## src/rtl/s_muldiv_pkg.sv

```systemverilog
// Shared encodings for the sequential multiply/divide unit: operation codes,
// FSM states and the op-field decoder.
package s_muldiv_pkg;

  typedef enum logic [1:0] {
    MD_MULU = 2'b00,
    MD_MULS = 2'b01,
    MD_DIVU = 2'b10
  } md_op_e;

  typedef enum logic [1:0] {
    ST_IDLE = 2'b00,
    ST_RUN  = 2'b01,
    ST_DONE = 2'b10
  } md_state_e;

  // The spare encoding 2'b11 behaves as an unsigned multiply.
  function automatic md_op_e decode_op(input logic [1:0] op);
    case (op)
      2'b01:   return MD_MULS;
      2'b10:   return MD_DIVU;
      default: return MD_MULU;
    endcase
  endfunction

endpackage

```

## src/rtl/s_muldiv_unit.sv

```systemverilog
// Iterative WIDTH-cycle multiplier (unsigned/signed) and restoring divider
// sharing one hi/lo shift register pair, with a clock-enabled IDLE/RUN/DONE FSM.
module s_muldiv_unit
  import s_muldiv_pkg::*;
#(
  parameter int WIDTH = 8
) (
  input  logic             clk,
  input  logic             reset,
  input  logic             cpu_en,
  input  logic             start,
  input  logic [1:0]       op,
  input  logic [WIDTH-1:0] in_hi,
  input  logic [WIDTH-1:0] in_lo,
  input  logic [WIDTH-1:0] in_b,
  output logic             busy,
  output logic             done,
  output logic [WIDTH-1:0] res_hi,
  output logic [WIDTH-1:0] res_lo,
  output logic             flag_n,
  output logic             flag_z,
  output logic             flag_v
);

  localparam int CW = $clog2(WIDTH);

  md_state_e        r_state;
  md_op_e           r_op;
  logic [CW-1:0]    r_cnt;
  logic [WIDTH-1:0] r_b;
  logic [WIDTH-1:0] r_hi;
  logic [WIDTH-1:0] r_lo;
  logic             r_neg;
  logic             r_ovf;
  logic [WIDTH-1:0] r_res_hi;
  logic [WIDTH-1:0] r_res_lo;
  logic             r_n;
  logic             r_z;
  logic             r_v;

  md_op_e             w_op;
  logic               w_launch;
  logic [WIDTH-1:0]   w_a_mag;
  logic [WIDTH-1:0]   w_b_mag;
  logic [WIDTH:0]     w_sum;
  logic [WIDTH:0]     w_shl;
  logic [WIDTH:0]     w_diff;
  logic               w_ge;
  logic [WIDTH-1:0]   w_nxt_hi;
  logic [WIDTH-1:0]   w_nxt_lo;
  logic [2*WIDTH-1:0] w_fin;
  logic               w_fn;
  logic               w_fz;
  logic               w_fv;

  function automatic logic [2*WIDTH-1:0] negate2w(input logic [2*WIDTH-1:0] x);
    return ~x + (2*WIDTH)'(1);
  endfunction

  function automatic logic [WIDTH-1:0] magnitude(input logic [WIDTH-1:0] x, input logic sgn);
    return (sgn && x[WIDTH-1]) ? (~x + WIDTH'(1)) : x;
  endfunction

  // Operand conditioning at launch: signed multiply works on magnitudes.
  assign w_op     = decode_op(op);
  assign w_launch = start && (r_state == ST_IDLE || r_state == ST_DONE);
  assign w_a_mag  = magnitude(in_lo, w_op == MD_MULS);
  assign w_b_mag  = magnitude(in_b,  w_op == MD_MULS);

  // One iteration: shift-add for MUL, shift-compare-subtract for DIV.
  always_comb begin
    w_sum    = {1'b0, r_hi} + (r_lo[0] ? {1'b0, r_b} : {(WIDTH+1){1'b0}});
    w_shl    = {r_hi, r_lo[WIDTH-1]};
    w_ge     = (w_shl >= {1'b0, r_b});
    w_diff   = w_shl - {1'b0, r_b};
    w_nxt_hi = r_hi;
    w_nxt_lo = r_lo;
    if (r_op == MD_DIVU) begin
      if (!r_ovf) begin
        w_nxt_hi = w_ge ? w_diff[WIDTH-1:0] : w_shl[WIDTH-1:0];
        w_nxt_lo = {r_lo[WIDTH-2:0], w_ge};
      end
    end else begin
      w_nxt_hi = w_sum[WIDTH:1];
      w_nxt_lo = {w_sum[0], r_lo[WIDTH-1:1]};
    end
  end

  // Final result and flags, captured on the RUN->DONE edge.
  always_comb begin
    w_fin = {w_nxt_hi, w_nxt_lo};
    if (r_op == MD_MULS && r_neg)
      w_fin = negate2w({w_nxt_hi, w_nxt_lo});
    else if (r_op == MD_DIVU && r_ovf)
      w_fin = {r_lo, {WIDTH{1'b1}}};
    if (r_op == MD_DIVU) begin
      w_fn = w_fin[WIDTH-1];
      w_fz = (w_fin[WIDTH-1:0] == '0);
      w_fv = r_ovf;
    end else begin
      w_fn = w_fin[2*WIDTH-1];
      w_fz = (w_fin[2*WIDTH-1:WIDTH] == '0);
      w_fv = 1'b0;
    end
  end

  always_ff @(posedge clk) begin
    if (reset) begin
      r_state  <= ST_IDLE;
      r_op     <= MD_MULU;
      r_cnt    <= '0;
      r_b      <= '0;
      r_hi     <= '0;
      r_lo     <= '0;
      r_neg    <= 1'b0;
      r_ovf    <= 1'b0;
      r_res_hi <= '0;
      r_res_lo <= '0;
      r_n      <= 1'b0;
      r_z      <= 1'b0;
      r_v      <= 1'b0;
    end else if (cpu_en) begin
      if (w_launch) begin
        r_state <= ST_RUN;
        r_op    <= w_op;
        r_cnt   <= CW'(WIDTH - 1);
        r_neg   <= (w_op == MD_MULS) && (in_lo[WIDTH-1] ^ in_b[WIDTH-1]);
        r_ovf   <= (w_op == MD_DIVU) && (in_hi >= in_b);
        if (w_op == MD_DIVU) begin
          r_hi <= in_hi;
          r_lo <= in_lo;
          r_b  <= in_b;
        end else begin
          r_hi <= '0;
          r_lo <= w_a_mag;
          r_b  <= w_b_mag;
        end
      end else if (r_state == ST_RUN) begin
        r_hi  <= w_nxt_hi;
        r_lo  <= w_nxt_lo;
        r_cnt <= r_cnt - CW'(1);
        if (r_cnt == '0) begin
          r_state  <= ST_DONE;
          r_res_hi <= w_fin[2*WIDTH-1:WIDTH];
          r_res_lo <= w_fin[WIDTH-1:0];
          r_n      <= w_fn;
          r_z      <= w_fz;
          r_v      <= w_fv;
        end
      end else begin
        r_state <= ST_IDLE;
      end
    end
  end

  assign busy   = (r_state == ST_RUN);
  assign done   = (r_state == ST_DONE);
  assign res_hi = r_res_hi;
  assign res_lo = r_res_lo;
  assign flag_n = r_n;
  assign flag_z = r_z;
  assign flag_v = r_v;

endmodule

```

## config.mk

```make
export PLATFORM = sky130hd
export DESIGN_NAME = s_muldiv_unit
export DESIGN_NICKNAME = d
export VERILOG_FILES = /design/src/rtl/s_muldiv_pkg.sv /design/src/rtl/s_muldiv_unit.sv
export SDC_FILE = /design/constraint.sdc
export NUM_CORES = 1
export LEC_CHECK = 0
export ABC_AREA = 1
export CORE_MARGIN = 3
export CORE_UTILIZATION = 49
export CTS_BUF_LIST = sky130_fd_sc_hd__clkbuf_8
export CTS_CLUSTER_SIZE = 40
export DETAILED_ROUTE_END_ITERATION = 12
export MAX_ROUTING_LAYER = met4
export PLACE_DENSITY = 0.77
export SLEW_MARGIN = 10
export SYNTH_ARGS = -nofsm -noshare
export SYNTH_HDL_FRONTEND = slang
export SYNTH_SLANG_ARGS = --single-unit
```

## constraint.sdc

```tcl
create_clock -name clk -period 3.2 [get_ports clk]
set_input_delay 0.64 -clock clk [delete_from_list [all_inputs] [get_ports clk]]
set_output_delay 0.64 -clock clk [all_outputs]
set_load 0.01 [all_outputs]
```

==> After elaboration in Yosys (flattened, before gate mapping) <==
Index checks and enable logic that the tools add are counted.
{ "word_totals": {"n_memories": 0, "word_cells": 78, "romBits": 0, "reg_bits": 52, "inputBits": 30, "latch_bits": 0, "ram_bits": 0, "output_inout_bits": 21} }
{ "classes": {"n_bitwise": 5, "shift": 0, "n_mux": 26, "add_sub_neg": 6, "n_div": 0, "reduce_logical": 17, "n_mul": 0, "n_lt_le_gt_ge": 2, "n_eq_ne": 9} }
{ "ops": {"columns": ["operator", "count"], "rows": [
  ["8-bit two-way mux", 15],
  ["16-bit two-way mux", 2],
  ["16-bit by 1-bit adder with 16-bit output (second input constant)", 1],
  ["8-bit by 1-bit adder with 8-bit output (second input constant)", 2],
  ["8-bit zero test", 2],
  ["16-bit NOT", 1],
  ["8-bit NOT", 2],
  ["8-bit by 8-bit adder with 9-bit output", 1],
  ["9-bit by 8-bit >= comparator with 1-bit output", 1],
  ["2-bit by 1-bit equality test with 1-bit output (second input constant)", 4],
  ["2-bit equality test (second input constant)", 4],
  ["8-bit >= comparator", 1],
  ["8-bit subtractor", 1],
  ["1-bit logical AND", 7],
  ["2-bit two-way mux", 3],
  ["3-bit two-way mux", 2],
  ["2-bit AND reduction", 3],
  ["2-bit case mux with 2 select lines", 1],
  ["4-bit AND reduction", 1],
  ["3-bit zero test", 1],
  ["1-bit two-way mux", 3],
  ["3-bit by 1-bit != test with 1-bit output (second input constant)", 1],
  ["3-bit by 1-bit subtractor with 3-bit output (second input constant)", 1],
  ["2-bit zero test", 1],
  ["other kinds (4)", 4]
]} }

==> Logic depth before layout (Yosys ltp) <==
Gate-level depths: netlist of the first run.
{ "logic_depth": {"word_depth": 9, "mapped_depth": 23, "depth_no_buf": 23} }

==> Worst setup path before layout of the first run <==
Ideal clock, no wire load.
{ "synth_path": {"kind": "register to register", "from": "register r_b[6]", "to": "register r_res_hi[6] (netlist: res_hi[6])", "t_arrival_ns": 2.543, "setup_time_ns": 0.115, "synth_period_minus_slack_ns": 2.658, "path_stages_with_launch": 24, "t_required_ns": 3.085, "slack_ns": 0.542, "cell_sequence": "dfxtp_1 > inv_1 > ha_1 > nand2_2 > nand2_1 > nand2_1 > nand2_2 > nor2_8 > nand3_2 > nand3_2 > ha_1 > nand3_1 > nor2_2 > nand3_2 > clkinv_1 > nand3_2 > nor2_1 > nand2_1 > nand3_1 > nand2_1 > inv_2 > nand2_1 > o211ai_1 > inv_2"} }
{ "synth_between": {"elab_chain_cells": 7, "word_cells_on_any_way": 13} }
{ "synth_rtl": {"columns": ["item", "line", "text"], "rows": [
  ["start, declared", "s_muldiv_unit.sv:30", "logic [WIDTH-1:0] r_b;"],
  ["start signal, assigned", "s_muldiv_unit.sv:132", "r_b <= in_b;"],
  ["start signal, assigned", "s_muldiv_unit.sv:136", "r_b <= w_b_mag;"],
  ["8-bit subtractor / 9-bit by 8-bit >= comparator with 1-bit output (equally long branches)", "s_muldiv_unit.sv:75, s_muldiv_unit.sv:74", null],
  ["8-bit two-way mux", "s_muldiv_unit.sv:80", "w_nxt_hi = w_ge ? w_diff[WIDTH-1:0] : w_shl[WIDTH-1:0];"],
  ["8-bit two-way mux", "s_muldiv_unit.sv:79", "if (!r_ovf) begin"],
  ["8-bit two-way mux", "s_muldiv_unit.sv:78", "if (r_op == MD_DIVU) begin"],
  ["16-bit NOT", "s_muldiv_unit.sv:57", "return ~x + (2*WIDTH)'(1);"],
  ["16-bit by 1-bit adder with 16-bit output", "s_muldiv_unit.sv:57", null],
  ["16-bit two-way mux *", "s_muldiv_unit.sv:92", "if (r_op == MD_MULS && r_neg)"],
  ["end signal, assigned", "s_muldiv_unit.sv:144", "r_res_hi <= w_fin[2*WIDTH-1:WIDTH];"],
  ["end, declared", "s_muldiv_unit.sv:35", "logic [WIDTH-1:0] r_res_hi;"]
]} }
Mark *: on every way between the ends. The rest lies on a longest branch, timed or not.
A chain may end at the register's enable or synchronous reset.

==> Worst setup path in the final report of the first run <==
{ "layout_path": {"from": "register r_b[1]", "to": "register r_z (netlist: flag_z)"} }
{ "layout_between": {"elab_chain_cells": 9, "word_cells_on_any_way": 16} }
{ "layout_rtl": {"columns": ["item", "line", "text"], "rows": [
  ["8-bit subtractor / 9-bit by 8-bit >= comparator with 1-bit output (equally long branches)", "s_muldiv_unit.sv:75, s_muldiv_unit.sv:74", null],
  ["8-bit two-way mux", "s_muldiv_unit.sv:80", null],
  ["8-bit two-way mux", "s_muldiv_unit.sv:79", null],
  ["8-bit two-way mux", "s_muldiv_unit.sv:78", null],
  ["16-bit NOT", "s_muldiv_unit.sv:57", null],
  ["16-bit by 1-bit adder with 16-bit output", "s_muldiv_unit.sv:57", null],
  ["16-bit two-way mux *", "s_muldiv_unit.sv:92", null],
  ["8-bit zero test", "s_muldiv_unit.sv:102", "w_fz = (w_fin[2*WIDTH-1:WIDTH] == '0);"],
  ["1-bit two-way mux *", "s_muldiv_unit.sv:96", "if (r_op == MD_DIVU) begin"],
  ["end signal, assigned", "s_muldiv_unit.sv:147", "r_z <= w_fz;"],
  ["end, declared", "s_muldiv_unit.sv:38", "logic r_z;"]
]} }
Marked as above.

==> results of run 1 <==
==> per-stage QoR <==
| stage | hold WS [ns] | total power [mW] | instances | util (%) | cell area (um^2) |
|---|---|---|---|---|---|
| after floorplan | 0.445 | 1.32 | 722 | - | 4620 |
| after CTS | 0.473 | 2.06 | 888 | 60.7 | 5420 |
| after global placement | 0.453 | 1.56 | 880 | 59.4 | 5310 |
| after detailed placement | 0.456 | 1.57 | 880 | 59.4 | 5310 |
| after global routing | 0.499 | 2.26 | 894 | 62.1 | 5550 |
| final | 0.475 | 2.11 | 894 | 62.1 | 5550 |
==> per-layer routing <==
metal  up-vias  wire length, um
li1       2477                -
met1      2300             6520
met2       172             6550
met3        29              843
met4         0              359
met5         -                0
==> cell usage after synthesis, types with 3 or more instances <==
cell type  number
nor3_1          4
a31oi_1         6
nor2_4          5
a21oi_1        53
dfxtp_1        52
a211oi_1        3
o21ai_0        55
nor2_2          5
o21bai_1        4
xor2_1          8
buf_6           3
nand4_1         8
nand3_1        42
nand2_2        13
nand2_1       147
inv_2          13
a221oi_1        5
nor2_1         62
ha_1           29
o211ai_1       14
clkbuf_1       16
inv_1         120
a22oi_1         8
nand3_2        13
==> state kept, by name (all words and copies together), names as in the netlist <==
register,cells
r_b,8
r_hi,8
r_lo,8
res_hi,8
res_lo,8
r_cnt,3
r_op,2
r_state,2
flag_n,1
flag_v,1
flag_z,1
r_neg,1
r_ovf,1
==> power by group through the flow <==
stage                     Clock, mW  Combinational (mW)  Sequential, mW
final                         0.482               0.899           0.731
after global routing          0.519                1.00           0.736
after CTS                     0.497               0.837           0.727
after detailed placement          0               0.832           0.742
after global placement            0               0.824           0.740
after floorplan                   0               0.588           0.735
==> logic make-up after synthesis <==
family,Yosys count
AO/OA/AOI/OAI,160
XOR/XNOR,10
adder cells (fa/ha/maj),31
buffers and inverters,156
flip-flops,52
AND/OR/NAND/NOR,313
==> cell type report <==
| class | count | area share, % |
|---|---|---|
| multi-input cells | 514 | 54.8 |
| flip-flops and latches | 52 | 18.9 |
| repair buffers | 77 | 12.7 |
| inverters | 135 | 9.13 |
| well taps | 108 | 2.43 |
| clock buffers | 5 | 1.24 |
| clock inverters | 3 | 0.834 |
==> critical path: stages (launching register included) <==
cell and delay [ns]:
dfxtp_4 0.38, inv_1 0.04, ha_1 0.32, nand2_1 0.08, inv_1 0.04, nand3_1 0.12, nor2_4 0.06, nor2_8 0.14
nand3_4 0.11, nand3_4 0.13, ha_2 0.20, nand3_1 0.11, nor2_2 0.16, nand3_2 0.12, nand3_1 0.10, nand2_1 0.07
nor2_1 0.10, nand3_1 0.09, nor2_1 0.09, nand2_1 0.05, nor2_1 0.10, nand3_1 0.10, a21oi_2 0.12
==> worst max-delay path by stage <==
| stage | end | slack (ns) | cells past startpoint |
|---|---|---|---|
| 2_1_floorplan | res_hi[6]$_SDFFE_PP0P_ | 0.54 | 23 |
| 3_3_place_gp | res_hi[6]$_SDFFE_PP0P_ | 0.27 | 23 |
| 3_5_place_dp | flag_z$_SDFFE_PP0P_ | 0.16 | 20 |
| 4_1_cts | flag_z$_SDFFE_PP0P_ | 0.14 | 20 |
| 5_1_grt | flag_z$_SDFFE_PP0P_ | 0.03 | 22 |
| 6_report | flag_z$_SDFFE_PP0P_ | 0.31 | 22 |
==> timing repair <==
action,in CTS,in global routing
resized for setup,0,15
endpoints found under the hold margin,0,0
setup endpoints to repair,0,3
setup buffers,0,6
==> metrics.txt, run 1 <==
# TYPE chip_impl_metric gauge
chip_impl_metric{name="syn-mean-instance-area",unit="um^2"} 6.40
chip_impl_metric{name="synth_seq_area_share",unit="%"} 22.5
chip_impl_metric{name="fp.dieW",unit="um"} 103
chip_impl_info{name="origin_of_the_critical_flop_to_flop_path",value="r_b[1]$_SDFFE_PP0P_"} 1
chip_impl_metric{name="route.detailed.vias_per_inst",unit=""} 5.57
chip_impl_metric{name="synthDistinctLibCells",unit=""} 47
chip_impl_metric{name="synth.yosys.warnings",unit=""} 0
chip_impl_metric{name="drc",unit=""} 0
chip_impl_info{name="global_route.peak_usage_layer",value="met2"} 1
chip_impl_metric{name="fp-row-count",unit=""} 34
chip_impl_metric{name="timing.final.setup_violations",unit=""} 0
chip_impl_metric{name="multiplexer_area_fraction_after_synthesis",unit="%"} 0
chip_impl_info{name="synth_top_family_by_area",value="simple AND/OR/NAND/NOR gates"} 1
chip_impl_metric{name="use_met2",unit="%"} 44.2
chip_impl_info{name="synth.top_cells.by_area",value="dfxtp_1, nand2_1, inv_1"} 1
chip_impl_metric{name="count_of_flip_flops_with_a_built_in_enable_after_synthesis",unit=""} 0
chip_impl_metric{name="multi_input_comb_area",unit="mm^2"} 0.00304
chip_impl_info{name="status",value="completed"} 1
chip_impl_metric{name="htree_num_levels",unit=""} 2
chip_impl_metric{name="port_buffers",unit=""} 50
chip_impl_metric{name="grt_antenna_before_repair",unit=""} 0
chip_impl_metric{name="grt_remaining_overflow",unit=""} 0
chip_impl_metric{name="compound_gate_portion_of_the_synthesized_area",unit="%"} 20.5
chip_impl_metric{name="grt_use_met1",unit="%"} 38.2
chip_impl_metric{name="netSwitchingPower",unit="mW"} 0.830
chip_impl_info{name="crit_path_start_kind",value="flop"} 1
chip_impl_metric{name="die_h",unit="um"} 103
chip_impl_metric{name="cts_buffer_count",unit=""} 5
chip_impl_metric{name="detail_route.iter0.violations",unit=""} 386
chip_impl_metric{name="netlist_area_before_placement",unit="mm^2"} 0.00462
chip_impl_metric{name="finalCritPeriodShare",unit="%"} 90.4
chip_impl_metric{name="die_outline_area",unit="mm^2"} 0.0106
chip_impl_info{name="timing.setup.critical_path_class",value="flop to flop"} 1
chip_impl_info{name="rsz_0062_raised_after_global_routing",value="false"} 1
chip_impl_metric{name="report.final.slew_viol_count",unit=""} 0
chip_impl_metric{name="max_cap_violations",unit=""} 0
chip_impl_metric{name="p_int",unit="mW"} 1.28
chip_impl_metric{name="cp.required",unit="ns"} 3.46
chip_impl_metric{name="power.share.clock",unit="%"} 22.8
chip_impl_metric{name="grt_max_degree",unit=""} 27
chip_impl_info{name="worstHoldStart",value="r_neg$_SDFFE_PP0P_"} 1
chip_impl_metric{name="synthToLayoutAreaGrowth",unit="%"} 20.1
chip_impl_metric{name="use_met3",unit="%"} 3.92
chip_impl_metric{name="async_flop_share",unit="%"} 0
chip_impl_metric{name="cts_buffer_depth",unit=""} 2
chip_impl_metric{name="seqCellArea",unit="mm^2"} 0.00105
chip_impl_info{name="hold_path_end",value="r_neg$_SDFFE_PP0P_"} 1
chip_impl_metric{name="pwr-share-comb",unit="%"} 42.6
chip_impl_metric{name="power_per_cell_area",unit="mW/mm^2"} 380
chip_impl_metric{name="coreArea",unit="mm^2"} 0.00893
chip_impl_metric{name="p_sw_share",unit="%"} 39.3
chip_impl_info{name="clock_tree_root_buffer_cell",value="clkbuf_8"} 1
chip_impl_metric{name="min_delay_path_depth",unit=""} 2
chip_impl_metric{name="post_place_setup_slack",unit="ns"} 0.159
chip_impl_metric{name="worst_pin_slew",unit="ns"} 0.765
chip_impl_metric{name="dp_hpwl",unit="um"} 11400
chip_impl_metric{name="number_of_global_route_vias_before_repair",unit=""} 4783
chip_impl_info{name="layout_common_cells",value="nand2_1, inv_1, nor2_1"} 1
chip_impl_info{name="holdCritPathClass",value="flop to flop"} 1
chip_impl_metric{name="area_share_of_fa_ha_maj_cells_after_synthesis",unit="%"} 8.72
chip_impl_info{name="most_common_cell_after_layout_fill_and_taps_aside",value="nand2_1"} 1
chip_impl_metric{name="synth_simple_gate_area_share",unit="%"} 33.1
chip_impl_info{name="tritoncts",value="yes"} 1
chip_impl_metric{name="syn-instance-count",unit=""} 722
chip_impl_metric{name="postRouteAntennaNets",unit=""} 0
chip_impl_metric{name="cts.clk_slew.worst_paths",unit="ns"} 0.11
chip_impl_metric{name="cts_hold_buffers",unit=""} 0
chip_impl_metric{name="wire_length_of_the_first_global_routing_pass",unit="um"} 23300
chip_impl_metric{name="fillerInstances",unit=""} 851
chip_impl_info{name="synth-main-ff-cell",value="dfxtp_1"} 1
chip_impl_metric{name="floorplan.initialDensity",unit="%"} 51.7
chip_impl_metric{name="insertedDiodeCount",unit=""} 0
chip_impl_metric{name="synth-xor-area-share",unit="%"} 1.89
chip_impl_metric{name="worst-r2r-cell-count",unit=""} 22
chip_impl_metric{name="via_count",unit=""} 4978
chip_impl_metric{name="routed_wire_length_per_instance",unit="um"} 16.0
chip_impl_metric{name="pwr-share-seq",unit="%"} 34.6
chip_impl_metric{name="worstPathMaxFanout",unit=""} 5
chip_impl_metric{name="insertion_delay",unit="ns"} 0.31
chip_impl_metric{name="timing.reg2reg.setup_slack",unit="ns"} 0.31
chip_impl_metric{name="slew-limit-headroom",unit="%"} 48.8
chip_impl_metric{name="netlist.area_leader.share",unit="%"} 22.5
chip_impl_info{name="endpoint_of_the_lowest_slack_register_to_register_path",value="flag_z$_SDFFE_PP0P_"} 1
chip_impl_metric{name="groute.usage.overall",unit="%"} 28.6
chip_impl_metric{name="final.min_clock_period",unit="ns"} 2.89
chip_impl_metric{name="clock_sinks",unit=""} 52
chip_impl_metric{name="power_leakage",unit="nW"} 2.77
chip_impl_metric{name="synthesis.nets",unit=""} 783
chip_impl_metric{name="synth_seq_cells",unit=""} 52
chip_impl_metric{name="gp_congestion",unit=""} 0.956
chip_impl_metric{name="drt_first_pass_iters",unit=""} 5
chip_impl_metric{name="timing.critical_path.arrival",unit="ns"} 3.15
chip_impl_metric{name="tns",unit="ns"} 0
chip_impl_info{name="crit_path_start",value="r_b[1]$_SDFFE_PP0P_"} 1
chip_impl_metric{name="boundaryPins",unit=""} 51
chip_impl_info{name="post-synth-top-area-cell",value="dfxtp_1"} 1
chip_impl_metric{name="wl",unit="um"} 14300
chip_impl_info{name="worst_setup_path_end_kind",value="flop"} 1
chip_impl_metric{name="hold_violations",unit=""} 0
chip_impl_metric{name="fmax",unit="GHz"} 0.346
chip_impl_metric{name="postLayoutSetupSlackWorst",unit="ns"} 0.308
chip_impl_metric{name="finish.net_count",unit=""} 846
chip_impl_metric{name="ir_drop",unit="uV"} 186
chip_impl_metric{name="final_layout_size_suffix_gt1_share",unit="%"} 14.2
chip_impl_metric{name="fin_worst_skew",unit="ns"} 0.00765
Power figures use the tool's default switching activity.
==> inputs of run 2 (changes only) <==
--- a/config.mk
+++ b/config.mk
@@ -6,13 +6,15 @@
 export NUM_CORES = 1
 export LEC_CHECK = 0
 export ABC_AREA = 1
+export CELL_PAD_IN_SITES_DETAIL_PLACEMENT = 0
+export CELL_PAD_IN_SITES_GLOBAL_PLACEMENT = 2
 export CORE_MARGIN = 3
-export CORE_UTILIZATION = 49
+export CORE_UTILIZATION = 32
 export CTS_BUF_LIST = sky130_fd_sc_hd__clkbuf_8
 export CTS_CLUSTER_SIZE = 40
 export DETAILED_ROUTE_END_ITERATION = 12
 export MAX_ROUTING_LAYER = met4
-export PLACE_DENSITY = 0.77
+export PLACE_DENSITY = 0.89
 export SLEW_MARGIN = 10
 export SYNTH_ARGS = -nofsm -noshare
 export SYNTH_HDL_FRONTEND = slang
==> metrics.txt, run 2 (same netlist as run 1, synthesis figures left out) <==
# TYPE chip_impl_metric gauge
chip_impl_metric{name="route.detailed.vias_per_inst",unit=""} 5.00
chip_impl_metric{name="worstPathMaxFanout",unit=""} 7
chip_impl_metric{name="worst-r2r-cell-count",unit=""} 22
chip_impl_metric{name="timing.final.setup_violations",unit=""} 0
chip_impl_metric{name="max_cap_violations",unit=""} 0
chip_impl_metric{name="boundaryPins",unit=""} 51
chip_impl_metric{name="power_leakage",unit="nW"} 2.81
chip_impl_metric{name="worst_pin_slew",unit="ns"} 0.640
chip_impl_info{name="origin_of_the_critical_flop_to_flop_path",value="r_b[1]$_SDFFE_PP0P_"} 1
chip_impl_metric{name="netSwitchingPower",unit="mW"} 0.819
chip_impl_metric{name="detail_route.iter0.violations",unit=""} 288
chip_impl_info{name="rsz_0062_raised_after_global_routing",value="false"} 1
chip_impl_metric{name="fp.dieW",unit="um"} 126
chip_impl_metric{name="pwr-share-comb",unit="%"} 43.2
chip_impl_metric{name="wire_length_of_the_first_global_routing_pass",unit="um"} 24000
chip_impl_metric{name="drt_first_pass_iters",unit=""} 5
chip_impl_metric{name="timing.critical_path.arrival",unit="ns"} 3.14
chip_impl_metric{name="slew-limit-headroom",unit="%"} 57.3
chip_impl_info{name="tritoncts",value="yes"} 1
chip_impl_metric{name="postLayoutSetupSlackWorst",unit="ns"} 0.315
chip_impl_info{name="endpoint_of_the_lowest_slack_register_to_register_path",value="flag_z$_SDFFE_PP0P_"} 1
chip_impl_metric{name="grt_antenna_before_repair",unit=""} 0
chip_impl_metric{name="grt_remaining_overflow",unit=""} 0
chip_impl_info{name="worstHoldStart",value="r_neg$_SDFFE_PP0P_"} 1
chip_impl_metric{name="p_sw_share",unit="%"} 39.0
chip_impl_metric{name="port_buffers",unit=""} 50
chip_impl_metric{name="pwr-share-seq",unit="%"} 34.7
chip_impl_metric{name="synthToLayoutAreaGrowth",unit="%"} 22.8
chip_impl_metric{name="gp_congestion",unit=""} 0.935
chip_impl_metric{name="postRouteAntennaNets",unit=""} 0
chip_impl_metric{name="wl",unit="um"} 14600
chip_impl_info{name="status",value="completed"} 1
chip_impl_metric{name="via_count",unit=""} 4866
chip_impl_metric{name="die_h",unit="um"} 126
chip_impl_metric{name="dp_hpwl",unit="um"} 11900
chip_impl_info{name="timing.setup.critical_path_class",value="flop to flop"} 1
chip_impl_metric{name="fp-row-count",unit=""} 43
chip_impl_metric{name="power.share.clock",unit="%"} 22.0
chip_impl_metric{name="die_outline_area",unit="mm^2"} 0.0159
chip_impl_metric{name="cts_buffer_depth",unit=""} 2
chip_impl_metric{name="fin_worst_hold_slack",unit="ns"} 0.472
chip_impl_metric{name="instances_no_fill",unit=""} 973
chip_impl_metric{name="insertedDiodeCount",unit=""} 0
chip_impl_metric{name="dp.cells",unit=""} 960
chip_impl_metric{name="cts.clk_slew.worst_paths",unit="ns"} 0.10
chip_impl_metric{name="cts_buffer_count",unit=""} 5
chip_impl_metric{name="cp.required",unit="ns"} 3.45
chip_impl_metric{name="final_layout_size_suffix_gt1_share",unit="%"} 14.8
chip_impl_info{name="holdCritPathClass",value="flop to flop"} 1
chip_impl_metric{name="fin_worst_skew",unit="ns"} 0.0108
chip_impl_metric{name="post_place_setup_slack",unit="ns"} 0.161
chip_impl_info{name="hold_path_end",value="r_neg$_SDFFE_PP0P_"} 1
chip_impl_metric{name="groute.usage.overall",unit="%"} 18.8
chip_impl_metric{name="report.final.slew_viol_count",unit=""} 0
chip_impl_metric{name="fmax",unit="GHz"} 0.347
chip_impl_metric{name="coreArea",unit="mm^2"} 0.0140
chip_impl_metric{name="grt_max_degree",unit=""} 27
chip_impl_info{name="most_common_cell_after_layout_fill_and_taps_aside",value="nand2_1"} 1
chip_impl_metric{name="finalCritPeriodShare",unit="%"} 90.1
chip_impl_metric{name="final.min_clock_period",unit="ns"} 2.88
chip_impl_metric{name="min_delay_path_depth",unit=""} 2
chip_impl_metric{name="timing.reg2reg.setup_slack",unit="ns"} 0.32
chip_impl_metric{name="power_per_cell_area",unit="mW/mm^2"} 370
chip_impl_metric{name="number_of_global_route_vias_before_repair",unit=""} 4723
chip_impl_metric{name="p_int",unit="mW"} 1.28
chip_impl_info{name="layout_common_cells",value="nand2_1, inv_1, nor2_1"} 1
chip_impl_metric{name="htree_num_levels",unit=""} 2
chip_impl_metric{name="ir_drop",unit="uV"} 181
chip_impl_metric{name="cts_hold_buffers",unit=""} 0
chip_impl_metric{name="routed_wire_length_per_instance",unit="um"} 15.0
chip_impl_metric{name="finish.net_count",unit=""} 853
chip_impl_info{name="clock_tree_root_buffer_cell",value="clkbuf_8"} 1
chip_impl_info{name="worst_setup_path_end_kind",value="flop"} 1
chip_impl_metric{name="floorplan.initialDensity",unit="%"} 33.0
chip_impl_metric{name="hold_violations",unit=""} 0
chip_impl_metric{name="clock_sinks",unit=""} 52
chip_impl_info{name="crit_path_start_kind",value="flop"} 1
chip_impl_metric{name="drc",unit=""} 0
chip_impl_metric{name="insertion_delay",unit="ns"} 0.32
chip_impl_metric{name="tns",unit="ns"} 0
==> run 2: per-stage QoR <==
stage / utilization [%] / cell area (um^2) / total power, mW
floorplan: - / 4620 / 1.32
global placement: 39.0 / 5460 / 1.60
detailed placement: 39.0 / 5460 / 1.59
CTS: 39.8 / 5570 / 2.06
global route: 40.6 / 5680 / 2.25
finish: 40.6 / 5680 / 2.10
==> run 2: worst max-delay path, stage by stage (launching register included) <==
cell,delay (ns)
dfxtp_4,0.38
inv_1,0.04
ha_1,0.31
nand2_1,0.08
nor2_1,0.04
nand2_1,0.08
nand3_2,0.13
nand2_4,0.16
nand3_2,0.12
nand3_2,0.12
ha_4,0.15
nand3_2,0.11
nor2_4,0.12
nand3_2,0.12
clkinv_1,0.10
nand3_2,0.10
nand3_1,0.10
nand2_1,0.08
nor2_1,0.10
nand2_1,0.05
nor2_1,0.09
nand3_1,0.09
a21oi_2,0.12
==> run 2: area by class of cell <==
| type | instances | area [um^2] |
|---|---|---|
| clock buffer | 5 | 68.8 |
| clock inverter | 3 | 38.8 |
| multi-input combinational | 514 | 3030 |
| tap | 180 | 225 |
| inverter | 135 | 507 |
| sequential | 52 | 1050 |
| fill | 1513 | 8310 |
| timing repair buffer | 84 | 756 |
==> run 2: worst max path at each step <==
| stage | startpoint | end | slack (ns) | cells after the start |
|---|---|---|---|---|
| after floorplan | r_b[6]$_SDFFE_PP0P_ | res_hi[6]$_SDFFE_PP0P_ | 0.54 | 23 |
| after global placement | r_b[5]$_SDFFE_PP0P_ | flag_z$_SDFFE_PP0P_ | 0.23 | 22 |
| after detailed placement | r_b[4]$_SDFFE_PP0P_ | flag_z$_SDFFE_PP0P_ | 0.16 | 20 |
| after CTS | r_b[4]$_SDFFE_PP0P_ | flag_z$_SDFFE_PP0P_ | 0.09 | 20 |
| after global routing | r_b[5]$_SDFFE_PP0P_ | flag_n$_SDFFE_PP0P_ | 0.01 | 21 |
| final | r_b[1]$_SDFFE_PP0P_ | flag_z$_SDFFE_PP0P_ | 0.32 | 22 |
==> run 2: power by group through the flow <==
stage / Sequential, mW / Combinational, mW / Clock [mW]
global route: 0.735 / 1.01 / 0.504
CTS: 0.728 / 0.858 / 0.478
global placement: 0.742 / 0.854 / 0
floorplan: 0.735 / 0.588 / 0
detailed placement: 0.743 / 0.852 / 0
finish: 0.730 / 0.908 / 0.463
==> run 2: metal layers <==
layer  vias to the layer above  global-route usage [%]  wire length, um
li1                       2489                       -                -
met1                      2268                    25.4             7070
met2                        93                    30.8             6790
met3                        16                    1.57              470
met4                         0                    4.35              255
met5                         -                       -                0
==> run 2: timing repair <==
item,4_1_cts,5_1_grt
endpoints found under the setup margin,0,3
resized for setup,0,15
buffers inserted,0,5
hold endpoints to repair,0,0
